--- config.mk ---
export PLATFORM = sky130hd
export DESIGN_NAME = ad936x_rx_deframer
export DESIGN_NICKNAME = d
export VERILOG_FILES = /design/src/rtl/ad936x_rx_deframer.sv
export SDC_FILE = /design/constraint.sdc
export NUM_CORES = 1
export LEC_CHECK = 0
export CORE_MARGIN = 10
export CORE_UTILIZATION = 57
export DETAILED_ROUTE_END_ITERATION = 7
export PLACE_DENSITY = 0.84
export SLEW_MARGIN = 25
export SYNTH_ARGS = -nofsm -noshare
export SYNTH_HDL_FRONTEND = slang
export SYNTH_SLANG_ARGS = --single-unit
--- constraint.sdc ---
create_clock -name data_clk -period 6.1 [get_ports data_clk]
set_input_delay 0.61 -clock data_clk [delete_from_list [all_inputs] [get_ports data_clk]]
set_output_delay 0.61 -clock data_clk [all_outputs]
set_load 0.05 [all_outputs]
--- src/rtl/ad936x_rx_deframer.sv ---
// rtl/ad936x_rx_deframer.sv - AD936x receive deframer: nibble-to-sample assembly with frame alignment tracking
module ad936x_rx_deframer #(
  parameter int DATA_W      = 6,
  parameter int MAX_CH      = 2,
  parameter int CH_W        = 2,
  parameter int VERIFY_SETS = 4,
  parameter int LOSS_THR    = 3,
  parameter int CNT_W       = 16
) (
  input  logic                         data_clk,
  input  logic                         rst,
  input  logic                         rx_frame_r,
  input  logic                         rx_frame_f,
  input  logic [DATA_W-1:0]            rx_data_r,
  input  logic [DATA_W-1:0]            rx_data_f,
  input  logic [CH_W-1:0]              ch_cnt,
  input  logic                         err_clr,
  output logic [MAX_CH-1:0]            adc_valid,
  output logic [MAX_CH*2*DATA_W-1:0]   adc_data_i,
  output logic [MAX_CH*2*DATA_W-1:0]   adc_data_q,
  output logic                         locked,
  output logic [CNT_W-1:0]             frame_err_cnt
);

  localparam int SAMPLE_W = 2 * DATA_W;
  localparam int NW       = 2 * MAX_CH;
  localparam int KW       = (NW > 2) ? $clog2(NW) : 1;
  localparam int VW       = $clog2(VERIFY_SETS + 1);
  localparam int MW       = $clog2(LOSS_THR + 1);

  typedef enum logic [1:0] {SEARCH, VERIFY, LOCKED} state_t;

  state_t              state, state_n;
  logic [KW-1:0]       k;
  logic [VW-1:0]       verify_cnt;
  logic [MW-1:0]       miss_cnt;
  logic                set_bad;
  logic                prev_frame;
  logic [CH_W-1:0]     ch_q;
  logic [SAMPLE_W-1:0] wbuf [NW];

  logic [SAMPLE_W-1:0] word;
  logic [CH_W-1:0]     n_m1;
  logic [KW-1:0]       last_k;
  logic                exp_frame, word_bad, at_last, set_bad_now, ch_chg, acquire;
  logic [MAX_CH-1:0]   valid_mask;

  always_comb begin
    word        = {rx_data_r, rx_data_f};
    n_m1        = (ch_q > CH_W'(MAX_CH - 1)) ? CH_W'(MAX_CH - 1) : ch_q;
    last_k      = KW'({n_m1, 1'b1});
    exp_frame   = (k <= KW'(n_m1));
    word_bad    = (rx_frame_r != exp_frame) || (rx_frame_r != rx_frame_f);
    at_last     = (k == last_k);
    set_bad_now = set_bad || word_bad;
    ch_chg      = (ch_cnt != ch_q);
    acquire     = rx_frame_r && !prev_frame;
    valid_mask  = '0;
    for (int c = 0; c < MAX_CH; c++) valid_mask[c] = (c <= int'(n_m1));
  end

  always_ff @(posedge data_clk or posedge rst) begin
    if (rst) state <= SEARCH;
    else     state <= state_n;
  end

  always_comb begin
    state_n = state;
    if (ch_chg) state_n = SEARCH;
    else begin
      case (state)
        SEARCH: if (acquire) state_n = VERIFY;
        VERIFY: begin
          if (word_bad) state_n = SEARCH;
          else if (at_last && verify_cnt == VW'(VERIFY_SETS)) state_n = LOCKED;
        end
        LOCKED: if (at_last && set_bad_now && miss_cnt == MW'(LOSS_THR - 1)) state_n = SEARCH;
        default: state_n = SEARCH;
      endcase
    end
  end

  always_comb begin
    locked = (state == LOCKED);
  end

  always_ff @(posedge data_clk or posedge rst) begin
    if (rst) begin
      k             <= '0;
      verify_cnt    <= '0;
      miss_cnt      <= '0;
      set_bad       <= 1'b0;
      prev_frame    <= 1'b0;
      ch_q          <= '0;
      adc_valid     <= '0;
      adc_data_i    <= '0;
      adc_data_q    <= '0;
      frame_err_cnt <= '0;
      for (int i = 0; i < NW; i++) wbuf[i] <= '0;
    end else begin
      prev_frame <= rx_frame_r;
      ch_q       <= ch_cnt;
      adc_valid  <= '0;
      if (ch_chg) begin
        k          <= '0;
        verify_cnt <= '0;
        miss_cnt   <= '0;
        set_bad    <= 1'b0;
      end else begin
        case (state)
          SEARCH: begin
            verify_cnt <= '0;
            miss_cnt   <= '0;
            set_bad    <= 1'b0;
            wbuf[0]    <= word;
            k          <= acquire ? KW'(1) : '0;
          end
          VERIFY: begin
            wbuf[k] <= word;
            k       <= at_last ? '0 : k + KW'(1);
            if (at_last && !word_bad)
              verify_cnt <= (verify_cnt == VW'(VERIFY_SETS)) ? '0 : verify_cnt + VW'(1);
          end
          LOCKED: begin
            wbuf[k] <= word;
            k       <= at_last ? '0 : k + KW'(1);
            set_bad <= at_last ? 1'b0 : set_bad_now;
            if (word_bad && frame_err_cnt != '1) frame_err_cnt <= frame_err_cnt + CNT_W'(1);
            if (at_last) begin
              if (set_bad_now) miss_cnt <= miss_cnt + MW'(1);
              else begin
                miss_cnt  <= '0;
                adc_valid <= valid_mask;
                // The final Q word is still on the inputs, so it bypasses the buffer.
                for (int c = 0; c < MAX_CH; c++) begin
                  if (c <= int'(n_m1)) begin
                    adc_data_i[c*SAMPLE_W +: SAMPLE_W] <= wbuf[2*c];
                    adc_data_q[c*SAMPLE_W +: SAMPLE_W] <= (2*c + 1 == int'(last_k)) ? word : wbuf[2*c+1];
                  end
                end
              end
            end
          end
          default: k <= '0;
        endcase
      end
      if (err_clr) frame_err_cnt <= '0;
    end
  end

endmodule

Word level (Yosys, flattened, before mapping):

Index checks and enable logic that the tools add are counted.

* word-level logic and storage cells: 106
* output and inout bits: 67
* flip-flop bits (word level): 127
* bits of input ports: 19

* add/subtract/negate cells: 4
* bitwise gates (word level): 3
* equal/unequal tests: 15
* reductions and logical operators: 26
* order comparisons: 5
* mux-type cells: 36

Operators by type and width (count)
* 16-bit two-way mux: 4
* 48-bit bitwise mux: 1
* 12-bit two-way mux: 3
* 2-bit two-way mux: 15
* 12-bit demux with 2-bit select: 1
* 12-bit case mux with 2 select lines: 1
* 16-bit by 1-bit adder with 16-bit output, second input constant: 1
* 16-bit inequality test, second input constant: 1
* 3-bit two-way mux: 3
* 2-bit case mux with 2 select lines: 2
* 2-bit AND reduction: 4
* 1-bit logical AND: 7
* 3-bit by 1-bit inequality test with 1-bit output, second input constant: 2
* 3-bit inequality test, second input constant: 2
* 2-bit case mux with 3 select lines: 1
* 3-bit case mux with 2 select lines: 1
* 3-bit AND reduction: 2
* 2-bit nonzero test: 3
* 3-bit nonzero test: 2
* 5-bit AND reduction: 1
* 2-bit by 1-bit adder with 2-bit output, second input constant: 2
* 2-bit equality test, second input constant: 2
* 4-bit inequality test, second input constant: 1
* 4-bit AND reduction: 1
* other kinds (20): 26

Logic depth before layout (Yosys ltp):

Gate-level depths: netlist of the first run.

* word-level depth: 11
* mapped depth: 11
* depth with buffers taken out: 8

Worst setup path before layout of the first run:

OpenSTA, ideal clock, no wires.

* path type: register to register
* start point: reg ch_q[0]
* end point: reg frame_err_cnt[11]
* library setup time: 0.128 ns
* arrival time: 2.755 ns
* path slack: 3.217 ns
* period minus slack after synthesis: 2.883 ns
* cell stages (with the launch flop): 11
* cell sequence: dfrtp_1 nor2_1 inv_1 buf_1 ha_1 and3_1 o21ai_2 o2111ai_2 buf_2 nor4_2 mux2_1

* word-level cells in the longest chain between the ends: 8
* elaborated cells on any way between the ends: 10
* classes of those cells: order compare: 2; eq/ne: 3; mux: 1; reduce/logical: 4

RTL lines
* start: declaration: line 39 `logic [CH_W-1:0] ch_q;`
* start signal: assignment: line 102 `ch_q <= ch_cnt;`
* 2-bit by 1-bit greater-than comparator with 1-bit output: line 50 `n_m1 = (ch_q > CH_W'(MAX_CH - 1)) ? CH_W'(MAX_CH - 1) : ch_q;`
* 2-bit two-way mux: line 50
* 2-bit less-or-equal comparator: line 52 `exp_frame = (k <= KW'(n_m1));`
* 1-bit inequality test: line 53 `word_bad = (rx_frame_r != exp_frame) || (rx_frame_r != rx_frame_f);`
* 1-bit logical OR: line 53
* 1-bit logical AND: line 128 `if (word_bad && frame_err_cnt != '1) frame_err_cnt <= frame_err_cnt + CNT_W'(1);`
* 2-bit nonzero test (no source line)
* 3-bit AND reduction (no source line) *
* end signal: assignment: line 128
* end: declaration: line 22 `output logic [CNT_W-1:0] frame_err_cnt`

Every way passes the cells marked *; elsewhere a longest branch is shown, timed or not.
A chain may end at the register's enable or synchronous reset.

Final worst setup path of the first run:

* start point: reg ch_q[0]
* end point: reg adc_data_q[13]

* word-level cells in the longest chain between the ends: 8
* elaborated cells on any way between the ends: 13
* classes of those cells: order compare: 3; eq/ne: 3; mux: 2; bitwise: 2; reduce/logical: 3

RTL lines
* 2-bit by 1-bit greater-than comparator with 1-bit output: line 50
* 2-bit two-way mux: line 50
* 2-bit less-or-equal comparator: line 52
* 1-bit inequality test: line 53
* 1-bit logical OR: line 53
* 1-bit logical OR: line 55 `set_bad_now = set_bad || word_bad;`
* 1-bit NOT (no source line)
* 5-bit AND reduction (no source line)
* end signal: indexed assignment: line 138 `adc_data_q[c*SAMPLE_W +: SAMPLE_W] <= (2*c + 1 == int'(last_k)) ? word : wbuf[2*c+1];`
* end: declaration: line 20 `output logic [MAX_CH*2*DATA_W-1:0] adc_data_q,`

Several ways; a longest one is shown, not always the timed one.

==> results of run 1 <==
[state kept, by name (all words and copies together) (netlist names)]
signal / cells
adc_data_q: 24
wbuf: 36
k: 2
frame_err_cnt: 16
adc_valid: 2
adc_data_i: 24
miss_cnt: 2
prev_frame: 1
set_bad: 1
state: 2
verify_cnt: 3
ch_q: 2
[metrics by stage]
stage | util, % | setup slack, ns
floorplan | - | 2.45
global placement | 68.3 | 2.72
detailed placement | 68.3 | 2.63
CTS | 75.2 | 2.68
global route | 75.4 | 2.54
finish | 75.4 | 2.74
[layer usage]
metal / up-vias / GRT usage (%) / share of wire (%)
met2: 125 / 32.3 / 51
met5: - / 0 / 0
li1: 1681 / - / -
met3: 22 / 5.81 / 6.4
met4: 0 / 6.67 / 1.4
met1: 1886 / 22.6 / 42
[final cells by class]
| class | count | area, sq um |
|---|---|---|
| fill | 577 | 2260 |
| clock inverter | 10 | 208 |
| inverter | 17 | 66.3 |
| clock buffer | 20 | 425 |
| multi-input combinational | 261 | 2360 |
| sequential | 115 | 2880 |
| tap | 111 | 139 |
| timing repair buffer | 86 | 858 |
[cells by family after synthesis]
family / count (synthesis)
other: 1
adders and majority gates: 14
buffers and inverters: 33
xor gates and xnor gates: 2
and+or+nand+nor: 83
DFF: 115
muxes: 101
AOI/OAI and AO/OA: 60
[placed cells by master, fill, tap and decap left out, types with 6 or more instances in the layout]
cell / synthesis / routed
or3_1: 6 / 6
dfrtp_1: 115 / 115
clkdlybuf4s50_1: 0 / 85
or4_1: 6 / 6
a21oi_1: 20 / 20
ha_1: 14 / 14
nor2b_1: 6 / 6
nor2_1: 7 / 7
nor3_1: 8 / 7
mux2_2: 59 / 59
mux2_1: 22 / 22
clkbuf_16: 0 / 16
nand3_1: 10 / 10
bufinv_16: 0 / 6
o31ai_1: 9 / 8
mux2_4: 19 / 19
inv_1: 17 / 16
nand2_1: 13 / 13
[worst max-delay path by stage]
stage                   start                 to  slack, ns  cells after the start
floorplan                 rst      adc_data_i[0]       2.45                      1
global placement    ch_cnt[0]   frame_err_cnt[8]       2.72                      6
detailed placement  ch_cnt[0]   frame_err_cnt[7]       2.63                      6
CTS                   ch_q[0]  frame_err_cnt[14]       2.68                      8
global route          ch_q[0]     adc_data_q[18]       2.54                      8
finish                ch_q[0]     adc_data_q[13]       2.74                      8
[critical path, cell delays in order, from the launching register on]
cell and delay [ns]:
dfrtp_1 0.38, nor2_1 0.08, inv_1 0.47, ha_1 0.39, nor4_1 0.36, o21ai_2 0.22
a31oi_4 0.29, nand4_4 0.53, mux2_4 0.50
[cells in the mapped netlist, drive strengths merged (2+ instances only)]
master / number / area [sq um]
a21o: 2 / 15.0
a21oi: 20 / 100
a311oi: 2 / 17.5
a31oi: 3 / 33.8
and3: 5 / 31.3
buf: 12 / 73.8
clkbuf: 4 / 15.0
dfrtp: 115 / 2880
ha: 14 / 175
inv: 17 / 63.8
mux2: 100 / 1200
nand2: 13 / 48.8
nand2b: 2 / 12.5
nand3: 11 / 67.6
nand4: 5 / 46.3
nor2: 7 / 26.3
nor2b: 6 / 37.5
nor3: 9 / 50.1
nor4: 6 / 43.8
o2111ai: 2 / 23.8
o21a: 2 / 15.0
o21ai: 7 / 38.8
o21ba: 2 / 20.0
o31a: 2 / 17.5
o31ai: 9 / 67.6
or2: 2 / 12.5
or3: 6 / 37.5
or4: 6 / 45.0
xnor2: 2 / 17.5
[power by group through the flow]
stage / Sequential (mW) / Combinational, mW / Clock, mW
4_1_cts: 0.809 / 0.115 / 1.08
6_report: 0.810 / 0.116 / 1.07
5_1_grt: 0.813 / 0.128 / 1.12
3_3_place_gp: 0.817 / 0.108 / 0
3_5_place_dp: 0.820 / 0.113 / 0
2_1_floorplan: 0.814 / 0.0775 / 0
==> out/results.env, run 1 <==
OUTCOME='complete, no violations'
FIN_SETUP_TNS_NS=0
SYNTH_SEQ_CELLS=115
VIAS_PER_CELL=5.99
TOTALWIRELENGTH_MICRONS=12600
START_UTIL_PCT=58.3
DIE_H_MICRONS=117
IO_BUFFERS=85
DETAIL-ROUTE-ANTENNA-NETS=0
WORST_SLEW_PIN_SLEW_NS=0.836
SETUP_VIOL=0
MIN_PATH_CELLS=1
STD_CELL_ROWS=35
I_O_PIN_TOTAL=86
WIRE_LENGTH_OF_THE_FIRST_GLOBAL_ROUTING_PASS_MICRONS=20300
ACHIEVABLE-FREQUENCY_MHz=297
GLOBALROUTETOTALUTIL_PCT=19.1
STATIC-LEAKAGE-POWER_nW=3.21
GRT_ANTENNA_BEFORE_REPAIR=0
AREA_SHARE_OF_AND_OR_NAND_NOR_CELLS_AFTER_SYNTHESIS_PCT=9.33
SYNTH_ADDER_AREA_SHARE_PCT=3.27
R2R-END='adc_data_q[13]'
POSTLAYOUTCELLAREA_SQ_MM=0.00693
POWER_FRAC_COMB_PCT=5.8
LAYOUT_WORST_PATH_CYCLE_SHARE_PCT=55.1
SYNTHMUXAREASHARE_PCT=22.5
TIMING.MAX_SLEW.REL_SLACK_PCT=44.3
MIN_PATH_TYPE='reg2reg'
CTS_HOLD_BUFFERS=0
GRT.OVERFLOW.TOTAL=0
GRT_SETUP_UNREPAIRED='false'
SYNTHFLOPTYPE='dfrtp_1'
CTS-HTREE-LEVELS=4
FIN_TOTAL_PWR_mW=2.00
WORSTSETUPPATHTYPE='reg2reg'
CTS_ROOT_BUF='clkbuf_8'
WORST_HOLD_STARTPOINT='wbuf[37]'
FLOORPLAN.DIE_AREA_SQ_MM=0.0137
CTS_SINKS=115
STARTPOINT_TYPE='register'
SHARE_SEQ_OF_TOTAL_POWER_PCT=40.5
INTPOWER_mW=1.58
SYNTH_EDF_COUNT=0
DRIVE_GT1_SHARE_PCT=23.2
YOSYS.CELL_TYPES.COUNT=59
MAX-CAP-VIOLATIONS=0
DPL_HPWL_MICRONS=8280
SYNTHARSTFLOPSHARE_PCT=100
DIE-WIDTH_MICRONS=117
SYN_AREA_SQ_MM=0.00536
WORST-ENDPOINT-REQUIRED_NS=6.49
PIN_COUNT_OF_THE_BIGGEST_NET_ENTERING_GLOBAL_ROUTING=71
P_SW_mW=0.414
DR.FIRST_ITER.DRC_COUNT=196
POSTSYNTHCELLCOUNT=409
POST_LAYOUT_NONFILLER_INSTANCES=620
PLACE_CONGESTION=0.828
MAPPEDNETLISTNETS=442
LAYOUT_MIN_CYCLE_TIME_NS=3.36
ROUTE.DETAILED.DRC=0
FINAL.HOLD.WORST_SLACK_NS=0.490
SYN2LAYOUT_AREA_GROWTH_PCT=29.3
SWSHARE_PCT=20.7
CRIT-REG2REG-LAUNCH='ch_q[0]'
POST_CTS.RESIZED_INSTANCES=0
GRT_PASS1_VIAS=3986
WORSTSKEWPAIRLATENCY_NS=0.51
SHARE_OF_THE_YOSYS_CHIP_AREA_BELONGING_TO_REGISTERS_PCT=53.7
SYNTH_COMPOUND_AREA_SHARE_PCT=7.96
TRITONCTS='yes'
DIODES_INSERTED=0
POWER.DENSITY_CELL_AREA_mW_PER_MM2=288
R2R.WORST_PATH.CELLS=8
DOMINANT_COMBINATIONAL_CELL_FAMILY_BY_AREA_AFTER_SYNTHESIS='multiplexers'
CRITPATHARRIVALTIME_NS=3.75
PLACED_CELL_AREA_SQ_MM=0.00628
WL_PER_CELL_MICRONS=20.3
CRIT_FANOUT=25
FINAL_NETS=531
TIMING.REG2REG.SETUP_SLACK_NS=2.74
DETAILROUTE.VIA_COUNT=3714
SYN_AVG_CELL_AREA_SQ_UM=13.1
FINALMAXSLEWVIOLATIONS=0
DETAILEDROUTE.FIRSTPASSITERATIONCOUNT=4
WORST_HOLD_PATH.ENDPOINT='adc_data_i[1]'
CLOCK_TREE.BUFFER_DEPTH=2
WORST_CLOCK_SKEW_NS=0.00974
PATH_CLK_SLEW_NS=0.05
NUMBER_OF_BUFFERS_CREATED_BY_CTS=17
CRITICAL_PATH.ENDPOINT_TYPE='register'
FINAL_HOLD_VIOL_COUNT=0
POSTCTSSETUPBUFFERS=0
CORE_REGION_AREA_SQ_MM=0.00920
YOSYS_WARNINGS=0
SYNTH-XOR-AREA-SHARE_PCT=0.327
NUMPLACEDINSTANCES=590
IR_DROP_V=0.000185
PWR-SHARE-CLK_PCT=53.7
Note: power is estimated with default switching activity, not from simulation.
==> inputs of run 2 (changes only) <==
- CORE_UTILIZATION: 57 -> 48
- PLACE_DENSITY: 0.84 -> 0.76
- clock period: 6.1 -> 3.05 ns (I/O delays scaled with it)
==> run 2 against run 1 <==
Cell area is 0.85% higher. Worst hold slack worse by 0.29 ns. Clock skew down 0.0032 ns. Wire length down 0.75%. Worst setup slack got worse by 2.5 ns. Critical path depth grew 1. Power up 84%. Global-route usage is 3.5 points lower. Clock-buffer cell count shrank 2. Sequential share of layout area is 0.35 points lower. Critical path type unchanged. Highest routed layer unchanged.
==> out/results.env, run 2 (synthesized netlist as in run 1, its figures left out) <==
FIN_SETUP_TNS_NS=0
STATIC-LEAKAGE-POWER_nW=3.22
PLACE_CONGESTION=0.835
WORSTSKEWPAIRLATENCY_NS=0.52
VIAS_PER_CELL=5.62
START_UTIL_PCT=49.2
POWER.DENSITY_CELL_AREA_mW_PER_MM2=525
FINAL_HOLD_VIOL_COUNT=0
MAX-CAP-VIOLATIONS=0
ROUTE.DETAILED.DRC=0
ACHIEVABLE-FREQUENCY_MHz=350
DETAILEDROUTE.FIRSTPASSITERATIONCOUNT=5
CRITICAL_PATH.ENDPOINT_TYPE='register'
DETAILROUTE.VIA_COUNT=3719
FINAL_CELL_MIX='dfrtp_1, clkdlybuf4s50_1, mux2_2, mux2_1, a21oi_1'
STD_CELL_ROWS=38
CRIT-REG2REG-LAUNCH='ch_q[0]'
GRT_ANTENNA_BEFORE_REPAIR=0
TOTALWIRELENGTH_MICRONS=12500
WL_PER_CELL_MICRONS=18.9
DETAIL-ROUTE-ANTENNA-NETS=0
POSTCTSSETUPBUFFERS=0
OUTCOME='complete, no violations'
IR_DROP_V=0.000314
WORST_SETUP_PATH_STARTPOINT='ch_q[0]'
CRITPATHARRIVALTIME_NS=3.27
SYN2LAYOUT_AREA_GROWTH_PCT=30.4
GRT_PASS1_VIAS=3869
GRT.OVERFLOW.TOTAL=0
WORST-ENDPOINT-REQUIRED_NS=3.46
CORE_REGION_AREA_SQ_MM=0.0109
POST_CTS.RESIZED_INSTANCES=0
DIE_H_MICRONS=126
DPL_HPWL_MICRONS=8720
GLOBALROUTETOTALUTIL_PCT=15.6
IO_BUFFERS=85
SETUP_SLACK_NS=0.190
CTS_SINKS=115
STARTPOINT_TYPE='register'
FINAL_NETS=542
CTS-HTREE-LEVELS=4
LAYOUT_TOP_REGISTERS='wbuf (36), adc_data_i (24), adc_data_q (24)'
CLOCK_TREE.BUFFER_DEPTH=2
PIN_COUNT_OF_THE_BIGGEST_NET_ENTERING_GLOBAL_ROUTING=38
CTS_ROOT_BUF='clkbuf_8'
WORSTSETUPPATHTYPE='reg2reg'
LARGEST_REG_FLOPS=36
TIMING.MAX_SLEW.REL_SLACK_PCT=52.0
DIE-WIDTH_MICRONS=126
NUMBER_OF_BUFFERS_CREATED_BY_CTS=17
I_O_PIN_TOTAL=86
DIODES_INSERTED=0
SETUP_VIOL=0
CRIT_FANOUT=25
MIN_PATH_TYPE='in2async'
WIRE_LENGTH_OF_THE_FIRST_GLOBAL_ROUTING_PASS_MICRONS=20300
MOSTFREQUENTLAYOUTCELL='dfrtp_1'
DETAILEDPLACE.WORSTSLACK_NS=0.132
FINAL_UTIL_PCT=64.2
GRT_SETUP_UNREPAIRED='false'
TOP_REGISTER='wbuf'
TRITONCTS='yes'
FLOORPLAN.DIE_AREA_SQ_MM=0.0158
WORST_CLOCK_SKEW_NS=0.00650
FINALMAXSLEWVIOLATIONS=0
CTS_HOLD_BUFFERS=0
DRIVE_GT1_SHARE_PCT=25.3
DR.FIRST_ITER.DRC_COUNT=241
WORST_SLEW_PIN_SLEW_NS=0.717
PATH_CLK_SLEW_NS=0.06
LAYOUT_MIN_CYCLE_TIME_NS=2.86
LAYOUT_WORST_PATH_CYCLE_SHARE_PCT=93.8
## run 2: changes by cell type in the layout (fill, tap and decap cells not counted), sizes merged
cell	change
buf	+10
clkinv	+4
clkinvlp	+3
clkbuf	-2
bufinv	-5
nand3	+1
inv	+2
## run 2: layout make-up
cell class,instances,area [sq um]
Clock buffer,18,418
Clock inverter,14,130
Fill cell,812,3900
Inverter,17,67.6
Multi-Input combinational cell,262,2360
Sequential cell,115,2880
Tap cell,140,175
Timing Repair Buffer,96,958
## run 2: report_power, final
group          internal, mW  switching, mW
Clock                  1.09          0.732
Sequential             1.58         0.0290
Combinational         0.113          0.130
Total                  2.78          0.891
## run 2: worst max-delay path: stages (launching register included)
cell and delay (ns):
dfrtp_1 0.40, nor2_1 0.17, inv_1 0.08, ha_1 0.33, nor4_1 0.41, o21ai_2 0.23
a31oi_4 0.35, nand4_4 0.12, buf_4 0.29, mux2_4 0.36
## run 2: per-stage QoR
step | power [mW] | instance area (sq um) | cells | hold slack, ns
final | 3.67 | 6990 | 662 | 0.204
after global routing | 3.80 | 6990 | 662 | 0.225
after CTS | 3.70 | 6960 | 661 | 0.207
after detailed placement | 1.88 | 6410 | 629 | 0.476
after global placement | 1.87 | 6410 | 629 | 0.462
after floorplan | 1.78 | 5370 | 409 | 0.336
## run 2: worst paths after layout
| kind | end | slack (ns) | cells past startpoint |
|---|---|---|---|
| worst max-delay path | adc_data_q[13] | 0.19 | 9 |
| worst min-delay path | wbuf[23] | 0.20 | 2 |
| worst max register to register | adc_data_q[13] | 0.19 | 9 |
| worst min register to register | adc_data_i[11] | 0.49 | 1 |
| max in group asynchronous | adc_data_i[3] | 2.17 | 3 |
| min in group data_clk | ch_q[1] | 0.29 | 1 |
## run 2: routing by layer
layer | part of all wire [%] | GRT usage [%]
met5 | 0 | 0
met4 | 1.1 | 5.15
met3 | 7.5 | 6.59
met2 | 48 | 24.6
met1 | 43 | 18.9
